--- config.mk ---
export PLATFORM = sky130hd
export DESIGN_NAME = multdiv_pending_unit
export DESIGN_NICKNAME = d
export VERILOG_FILES = /design/src/rtl/multdiv_pending_unit_pkg.sv /design/src/rtl/multdiv_pending_unit_div_restore_step.sv /design/src/rtl/multdiv_pending_unit.sv
export SDC_FILE = /design/constraint.sdc
export NUM_CORES = 1
export LEC_CHECK = 0
export ABC_AREA = 1
export CAP_MARGIN = 20
export CORE_ASPECT_RATIO = 1.2
export CORE_MARGIN = 10
export CORE_UTILIZATION = 45
export CTS_BUF_LIST = sky130_fd_sc_hd__clkbuf_8 sky130_fd_sc_hd__clkbuf_16
export DETAILED_ROUTE_END_ITERATION = 8
export PLACE_DENSITY = 0.65
export SETUP_SLACK_MARGIN = 0.02
export SYNTH_ARGS = -nofsm -noshare
export SYNTH_HDL_FRONTEND = slang
export SYNTH_SLANG_ARGS = --single-unit
--- constraint.sdc ---
create_clock -name clock -period 6.2 [get_ports clock]
set_clock_uncertainty 0.05 [all_clocks]
set_input_delay 1.24 -clock clock [delete_from_list [all_inputs] [get_ports clock]]
set_output_delay 1.24 -clock clock [all_outputs]
set_load 0.02 [all_outputs]
--- src/rtl/multdiv_pending_unit_pkg.sv ---
// Shared definitions for the multi-cycle multiply/divide pending-writeback unit.
// Holds the default widths and the FSM state encodings used by the top level.
// The state encodings are plain 2-bit constants so that existing decode logic
// elsewhere in the pipeline can compare against them directly.
package multdiv_pending_unit_pkg;

  localparam int MD_DATA_WIDTH  = 32;
  localparam int MD_CNT_WIDTH   = 5;
  localparam int MD_INSTR_WIDTH = 32;

  typedef logic [1:0] md_state_t;

  localparam logic [1:0] ST_IDLE = 2'd0;
  localparam logic [1:0] ST_MULT = 2'd1;
  localparam logic [1:0] ST_DIV  = 2'd2;
  localparam logic [1:0] ST_DONE = 2'd3;

endpackage

--- src/rtl/multdiv_pending_unit_div_restore_step.sv ---
// div_restore_step: one combinational restoring-division iteration on
// unsigned magnitudes.
// Ports:
//   rem       in   DATA_WIDTH  partial remainder (always < divisor)
//   quo       in   DATA_WIDTH  dividend bits still to shift in / quotient so far
//   divisor   in   DATA_WIDTH  divisor magnitude (non-zero)
//   rem_next  out  DATA_WIDTH  partial remainder after this iteration
//   quo_next  out  DATA_WIDTH  quotient register after this iteration
module div_restore_step #(
  parameter int DATA_WIDTH = 32
) (
  input  logic [DATA_WIDTH-1:0] rem,
  input  logic [DATA_WIDTH-1:0] quo,
  input  logic [DATA_WIDTH-1:0] divisor,
  output logic [DATA_WIDTH-1:0] rem_next,
  output logic [DATA_WIDTH-1:0] quo_next
);

  // One extra bit: the shifted remainder can reach 2*divisor-1.
  logic [DATA_WIDTH:0] shifted;
  logic [DATA_WIDTH:0] trial;

  assign shifted = {rem, quo[DATA_WIDTH-1]};
  assign trial   = shifted - {1'b0, divisor};

  // trial MSB set means the subtraction borrowed: restore the shifted value.
  assign rem_next = trial[DATA_WIDTH] ? shifted[DATA_WIDTH-1:0] : trial[DATA_WIDTH-1:0];
  assign quo_next = {quo[DATA_WIDTH-2:0], ~trial[DATA_WIDTH]};

endmodule

--- src/rtl/multdiv_pending_unit.sv ---
// multdiv_pending_unit: multi-cycle signed multiply/divide engine and producer
// side of the writeback multdiv path. An issue from execute is accepted in IDLE
// or DONE; the issuing instruction is latched as the pending-writeback
// instruction, the unit iterates DATA_WIDTH times on operand magnitudes and
// then pulses multdiv_resultRDY for one cycle with the signed result.
// Optional feature macro: MULTDIV_OVF_EN -- when defined, multdiv_exception is
// also raised on signed multiply overflow and on 0x80000000 / -1.
// Ports:
//   clock                   in   1   master clock
//   reset                   in   1   synchronous active-high reset
//   start_mult              in   1   issue signed multiply (wins over start_div)
//   start_div               in   1   issue signed divide
//   operand_A               in   W   multiplicand / dividend
//   operand_B               in   W   multiplier / divisor
//   x_instruction_input     in   32  issuing instruction, latched on accept
//   multdiv_busy            out  1   high in MULT, DIV, DONE
//   multdiv_resultRDY       out  1   one-cycle result-valid pulse (DONE)
//   multdiv_output          out  W   result, valid with resultRDY
//   pw_instructions_output  out  32  latched pending-writeback instruction
//   multdiv_exception       out  1   valid with resultRDY
module multdiv_pending_unit
  import multdiv_pending_unit_pkg::*;
#(
  parameter int DATA_WIDTH = MD_DATA_WIDTH,
  parameter int CNT_WIDTH  = MD_CNT_WIDTH
) (
  input  logic                      clock,
  input  logic                      reset,
  input  logic                      start_mult,
  input  logic                      start_div,
  input  logic [DATA_WIDTH-1:0]     operand_A,
  input  logic [DATA_WIDTH-1:0]     operand_B,
  input  logic [MD_INSTR_WIDTH-1:0] x_instruction_input,
  output logic                      multdiv_busy,
  output logic                      multdiv_resultRDY,
  output logic [DATA_WIDTH-1:0]     multdiv_output,
  output logic [MD_INSTR_WIDTH-1:0] pw_instructions_output,
  output logic                      multdiv_exception
);

  localparam int W = DATA_WIDTH;
  localparam logic [CNT_WIDTH-1:0] LAST_ITER = CNT_WIDTH'(DATA_WIDTH - 1);
  localparam logic [CNT_WIDTH-1:0] CNT_ONE   = CNT_WIDTH'(1);

  // Shared two's-complement fix-up: operand magnitudes on accept and the
  // final signed result. Negating the most negative value wraps onto itself,
  // which is also its correct unsigned magnitude.
  function automatic logic [DATA_WIDTH-1:0] negate_if(
    input logic [DATA_WIDTH-1:0] v,
    input logic                  neg
  );
    negate_if = neg ? (~v + DATA_WIDTH'(1)) : v;
  endfunction

  md_state_t                 state_reg;
  logic [CNT_WIDTH-1:0]      cnt_reg;
  // Multiply: {partial product high, multiplier shifting out}.
  // Divide:   {partial remainder, dividend shifting out / quotient in}.
  logic [2*W-1:0]            acc_reg;
  logic [W-1:0]              mag_op_reg;   // multiplicand or divisor magnitude
  logic                      neg_reg;      // result sign = signA ^ signB
  logic                      dz_reg;       // divide by zero pending
  logic                      fin_reg;      // all iterations done, fix-up next
  logic [W-1:0]              result_reg;
  logic                      exc_reg;
  logic [MD_INSTR_WIDTH-1:0] pw_reg;

  logic                      start_any;
  logic [W-1:0]              mag_a;
  logic [W-1:0]              mag_b;
  logic [W:0]                mult_sum;
  logic [2*W-1:0]            mult_acc_next;
  logic [W-1:0]              div_rem_next;
  logic [W-1:0]              div_quo_next;

  assign start_any = start_mult | start_div;
  assign mag_a     = negate_if(operand_A, operand_A[W-1]);
  assign mag_b     = negate_if(operand_B, operand_B[W-1]);

  // Radix-2 shift-add step: add the multiplicand into the high half when the
  // current multiplier LSB is set, then shift the whole accumulator right.
  always_comb begin
    mult_sum      = {1'b0, acc_reg[2*W-1:W]} + (acc_reg[0] ? {1'b0, mag_op_reg} : '0);
    mult_acc_next = {mult_sum, acc_reg[W-1:1]};
  end

  div_restore_step #(
    .DATA_WIDTH (W)
  ) u_div_step (
    .rem      (acc_reg[2*W-1:W]),
    .quo      (acc_reg[W-1:0]),
    .divisor  (mag_op_reg),
    .rem_next (div_rem_next),
    .quo_next (div_quo_next)
  );

`ifdef MULTDIV_OVF_EN
  logic ovf_div_reg;
  logic mult_ovf;
  // Product magnitude fits a signed W-bit result when it is at most
  // 2^(W-1)-1 (positive) or 2^(W-1) (negative).
  assign mult_ovf = neg_reg
                  ? ((|acc_reg[2*W-1:W]) | (acc_reg[W-1] & (|acc_reg[W-2:0])))
                  : (|acc_reg[2*W-1:W-1]);
`endif

  always_ff @(posedge clock) begin
    if (reset) begin
      state_reg  <= ST_IDLE;
      cnt_reg    <= '0;
      acc_reg    <= '0;
      mag_op_reg <= '0;
      neg_reg    <= 1'b0;
      dz_reg     <= 1'b0;
      fin_reg    <= 1'b0;
      result_reg <= '0;
      exc_reg    <= 1'b0;
      pw_reg     <= '0;
`ifdef MULTDIV_OVF_EN
      ovf_div_reg <= 1'b0;
`endif
    end else begin
      case (state_reg)
        ST_IDLE, ST_DONE: begin
          if (start_any) begin
            pw_reg  <= x_instruction_input;
            cnt_reg <= '0;
            fin_reg <= 1'b0;
            neg_reg <= operand_A[W-1] ^ operand_B[W-1];
            if (start_mult) begin
              state_reg  <= ST_MULT;
              acc_reg    <= {{W{1'b0}}, mag_b};
              mag_op_reg <= mag_a;
              dz_reg     <= 1'b0;
            end else begin
              state_reg  <= ST_DIV;
              acc_reg    <= {{W{1'b0}}, mag_a};
              mag_op_reg <= mag_b;
              dz_reg     <= (operand_B == '0);
            end
`ifdef MULTDIV_OVF_EN
            ovf_div_reg <= ~start_mult
                         & (operand_A == {1'b1, {(W-1){1'b0}}})
                         & (&operand_B);
`endif
          end else begin
            state_reg <= ST_IDLE;
          end
        end

        ST_MULT: begin
          if (fin_reg) begin
            state_reg  <= ST_DONE;
            result_reg <= negate_if(acc_reg[W-1:0], neg_reg);
`ifdef MULTDIV_OVF_EN
            exc_reg    <= mult_ovf;
`else
            exc_reg    <= 1'b0;
`endif
          end else begin
            acc_reg <= mult_acc_next;
            cnt_reg <= cnt_reg + CNT_ONE;
            fin_reg <= (cnt_reg == LAST_ITER);
          end
        end

        ST_DIV: begin
          if (dz_reg) begin
            // Divide by zero short-circuits straight to a zero result.
            state_reg  <= ST_DONE;
            result_reg <= '0;
            exc_reg    <= 1'b1;
          end else if (fin_reg) begin
            state_reg  <= ST_DONE;
            result_reg <= negate_if(acc_reg[W-1:0], neg_reg);
`ifdef MULTDIV_OVF_EN
            exc_reg    <= ovf_div_reg;
`else
            exc_reg    <= 1'b0;
`endif
          end else begin
            acc_reg <= {div_rem_next, div_quo_next};
            cnt_reg <= cnt_reg + CNT_ONE;
            fin_reg <= (cnt_reg == LAST_ITER);
          end
        end

        default: state_reg <= ST_IDLE;
      endcase
    end
  end

  assign multdiv_busy           = (state_reg != ST_IDLE);
  assign multdiv_resultRDY      = (state_reg == ST_DONE);
  assign multdiv_output         = result_reg;
  assign multdiv_exception      = exc_reg;
  assign pw_instructions_output = pw_reg;

endmodule
* Word level (Yosys, flattened, before mapping)
Cells that the tools add are included.
** Word-level totals
- Word-level logic and storage cells :: 70
- Output and inout port bits :: 67
- Register bits :: 171
- Bits of input ports :: 100
** Cells by class
- Reductions and logical operators :: 8
- Muxes and demuxes :: 32
- Equality and inequality tests :: 8
- Add/subtract/negate cells :: 6
- Bitwise gates (word level) :: 6
** Operators with widths (count)
- $mux W32 :: 9
- $mux W64 :: 4
- $pmux W64 S3 :: 1
- $add A32 B1 Y32 const B :: 3
- $not A32 Y32 :: 3
- $pmux W32 S2 :: 1
- $add A32 B32 Y33 :: 1
- $sub A33 B32 Y33 :: 1
- $logic_not A32 Y1 :: 1
- $mux W5 :: 3
- $pmux W5 S3 :: 1
- $mux W2 :: 4
- $ne A2 B2 Y1 const B :: 4
- $mux W1 :: 6
- $pmux W2 S3 :: 1
- $add A5 B1 Y5 const B :: 1
- $eq A5 B5 Y1 const B :: 1
- $eq A2 B2 Y1 const B :: 2
- $reduce_and A2 Y1 :: 2
- $reduce_and A4 Y1 :: 1
- $reduce_bool A2 Y1 :: 2
- $pmux W1 S3 :: 1
- $eq A2 B1 Y1 const B :: 1
- $logic_not A2 Y1 :: 1
- other kinds (5) :: 5

* Longest topological paths before layout
- Word-level depth :: 6
- Gate-level depth with buffers :: 22
- Mapped depth without buffers :: 20

* Hierarchy
Synthesis repeated with hierarchy kept, for this count alone.
** Second synthesis, totals
- Cells, all modules :: 3026
- Area total of the unflattened synthesis :: 16812.4 µm²
** Modules (own cells, without submodules)
- multdiv_pending_unit :: instances 1, cells each 2312, area an instance 13416.6 µm²
- div_restore_step :: instances 1, cells each 714, area an instance 3395.8 µm²

* Worst setup path before layout
No wires, ideal clock.
- Path kind :: input port to flip-flop
- From :: input port operand_A[1]
- To :: register mag_op_reg[24]
- Arrival :: 2.635 ns
- Buffers on the path :: 0
- Setup time :: 0.132 ns
- Stages :: 12
- Slack :: 3.383 ns
- Path through :: inv_1 -> ha_1 -> nand3_1 -> nor2_1 -> nand2_1 -> nor2_1 -> nand3_1 -> o21ai_0 -> xor2_1 -> nand2_1 -> nand3_1 -> a21oi_1
** On the way
- Cells in the longest elaborated chain, start to end :: 4
** RTL lines
- from (decl) :: line multdiv_pending_unit.sv:31 : input logic [DATA_WIDTH-1:0] operand_A,
- $not A32 Y32 :: line multdiv_pending_unit.sv:52 : negate_if = neg ? (~v + DATA_WIDTH'(1)) : v;
- $add A32 B1 Y32 :: line multdiv_pending_unit.sv:52
- $mux W32 :: line multdiv_pending_unit.sv:52
- $mux W32 :: line multdiv_pending_unit.sv:130 : if (start_mult) begin
- to (signal assigned) :: line multdiv_pending_unit.sv:133 : mag_op_reg <= mag_a;
- to (signal assigned) :: line multdiv_pending_unit.sv:138 : mag_op_reg <= mag_b;
- to (decl) :: line multdiv_pending_unit.sv:60 : logic [W-1:0] mag_op_reg;
Every way passes these cells.
A chain may end at the register's enable or synchronous reset.

* Worst setup path in the final report
- From :: input port operand_A[31]
- To :: register acc_reg[12]
** On the way
- Cells in the longest elaborated chain, start to end :: 4
** RTL lines
- $mux W32 :: line multdiv_pending_unit.sv:52
- $mux W32 :: line multdiv_pending_unit.sv:130
- $mux W64 :: line multdiv_pending_unit.sv:125 : if (start_any) begin
- $pmux W64 S3 :: line multdiv_pending_unit.sv:123 : case (state_reg)
- to (signal assigned) :: line multdiv_pending_unit.sv:132 : acc_reg <= {{W{1'b0}}, mag_b};
- to (signal assigned) :: line multdiv_pending_unit.sv:137 : acc_reg <= {{W{1'b0}}, mag_a};
- to (signal assigned) :: line multdiv_pending_unit.sv:161 : acc_reg <= mult_acc_next;
- to (decl) :: line multdiv_pending_unit.sv:59 : logic [2*W-1:0] acc_reg;
Every way passes these cells. The select of a mux whose other input is x is not followed.

==> metrics.md <==
| Metric | Value |
|---|---|
| Peak VDD IR | 0.198 mV |
| Routability cong. | 1.08 |
| Largest net degree at the start of global routing | 84 |
| Sequential-to-total area share from yosys stat | 0.217 |
| First-pass GRT wire length | 100 mm |
| Cell variety after synth | 48 |
| DRC | 0 |
| Status | finished clean |
| Final hold vios | 0 |
| Filler instances | 3,786 |
| CTS tree | done |
| Dpl hpwl | 51.6 mm |
| Die Ht | 225 um |
| Hold crit path type | flip-flop to flip-flop |
| CP max FO | 31 |
| Tcrit/Tclk final | 0.595 |
| Share of cells above drive strength 1 | 0.0417 |
| Max Clock Freq | 271 MHz |
| Initial core utilization | 0.454 |
| Synth Register Bits | 171 |
| Leak | 8.92 nW |
| Type of the worst setup path | input pin to flip-flop |
| Placed cells | 3,286 |
| DRT Wirelength | 65.2 mm |
| Count of cells resized by post-cts repair | 0 |
| NumNets Final | 3,019 |
| Initial drt markers | 1,577 |
| Grt ovf | 0 |
| H-tree levels | 4 |
| GRT Total Usage | 0.299 |
| Worst EP required | 6570 ps |
| Clock tree sinks | 171 |
| Max_cap viols | 0 |
| Port Buffers | 166 |
| Die width | 191 um |
| Routed len/inst | 19.6 um |
| Final setup TNS | 0 ps |
| Io pins | 167 |
| Pre-antenna DRT Iters | 8 |
| Mean area per synthesized cell | 5.75 um^2 |
| Async S/R FF share, synth | 0 |
| Initial antenna violation count | 0 |
| Clock tree buffer depth | 2 |
| Worst Min Path Start | dz_reg |
| Slew headroom | 0.242 |
| Crit path launch | operand_A[31] |
| Die area | 0.0430 mm^2 |
| Hold Buf Count CTS | 0 |
| Number of max-slew violations in the final report | 0 |
| Syn nets | 2,921 |
| Final Non-Filler Cells | 3,319 |
| Core ar. | 0.0348 mm^2 |
| Mapped Area | 0.0158 mm^2 |
| Crit path DAT | 4060 ps |
| Number of synthesized flops with an enable pin | 0 |
| # diodes | 0 |
| ANT nets after route | 0 |
| Clock transition at the registers of the reported paths | 80 ps |
| Worst Setup End Kind | flip-flop |
| Clk root buf | clkbuf_16 |
| Max FFs per register | 64 |
| RSZ-0062 raised after global routing | no |
| Clock Latency Late Sink | 470 ps |
| Total number of vias | 18,400 |
| CTS Buf Count | 17 |
| Critical Path Start Type | input pin |
| R2R Path Start | acc_reg[31] |
| Area delta synth->final | 16.2% |
| PwrDens | 209 mW/mm^2 |
| Worst-margin pin slew | 1130 ps |
| Top_reg_cell synth | dfxtp_1 |
| Syn Inst Count | 2,746 |
| Yosys Warn Count | 0 |
| Vias in the first global route | 17,600 |
| Final setup vio count | 0 |
| Via density | 5.53 |
| Post-CTS Setup Inserts | 0 |
| Row cnt | 75 |
| Post-layout min period | 3690 ps |
## through the flow
step,util,hold WS (ps),area [um^2],setup WS (ps),power (W)
after global placement,0.509,407,17700,2170,0.00270
after detailed placement,0.510,410,17700,2110,0.00271
after CTS,0.527,424,18300,2280,0.00382
after global routing,0.527,443,18400,2240,0.00403
final,0.527,424,18400,2510,0.00383
after floorplan,-,396,15800,3380,0.00220
## area by class of cell
type	instances	area, um^2	share of cell area
Clock buffer	17	425	0.0232
Clock inverter	15	176	0.00961
Inverter	420	1580	0.0859
Multi-Input combinational cell	2047	10300	0.564
Sequential cell	171	3420	0.187
Tap cell	462	578	0.0315
Timing Repair Buffer	187	1830	0.0997
## kinds of logic (layout without fill, tap and decap cells)
kind of cell,Yosys count,count (layout),synth area share
and+or+nand+nor,1399,1399,0.373
buffers and inverters,528,639,0.129
AOI/OAI and AO/OA,512,512,0.187
DFF,171,171,0.217
adders and majority gates,75,75,0.0604
xor gates and xnor gates,61,61,0.0338
## Yosys cell counts, drive strengths merged, types with 21 or more instances
cell type  instances  share of area
xor2              40          0.022
o211ai            63          0.030
clkbuf            80          0.019
o22ai             31          0.012
ha                73          0.058
a21oi            230          0.076
nand3            227          0.076
o21ai            131          0.042
dfxtp            171           0.22
nor3              33          0.011
nand4             22         0.0087
inv              417          0.099
nand3b            23          0.011
nor2             266          0.064
buf               28          0.010
nand2            809           0.19
xnor2             21          0.012
## final timing paths
check / endpoint / slack (ps) / cells after the start
worst min register to register: dz_reg / 420 / 2
worst max register to register: acc_reg[53] / 2570 / 20
worst max-delay path: acc_reg[12] / 2510 / 8
worst min-delay path: dz_reg / 420 / 2
## cells in the final DEF, fill, tap and decap left out, types with 22 or more instances in the layout
cell type | Yosys | final
nand2_1 | 802 | 801
inv_1 | 410 | 409
nor2_1 | 260 | 259
a21oi_1 | 218 | 218
nand3_1 | 215 | 215
dfxtp_1 | 171 | 171
clkdlybuf4s50_1 | 0 | 165
o21ai_0 | 125 | 125
ha_1 | 73 | 73
o211ai_1 | 63 | 63
xor2_1 | 40 | 40
nor3_1 | 31 | 31
o22ai_1 | 31 | 31
nand3b_1 | 23 | 23
nand4_1 | 22 | 22
## power by group
group          internal [W]  switching, W
logic              0.000459      0.000968
registers           0.00119      0.000104
clock network      0.000544      0.000562
total               0.00219       0.00163
## layer usage
layer  vias to the layer above  share of wire  global-route usage
li1                       9035              -                   -
met1                      8456           0.39               0.337
met2                       704           0.49               0.522
met3                       164          0.058              0.0426
met4                         0          0.063               0.184
met5                         -              0                   0
## worst max-delay path, cell delays in order
cell and delay (ps):
clkdlybuf4s50_1 1210, clkinv_1 580, o21ai_0 330, xor2_1 290, a21oi_1 110, nand2_1 120, o211ai_1 80, inv_1 70
(Power assumes the default switching activity.)
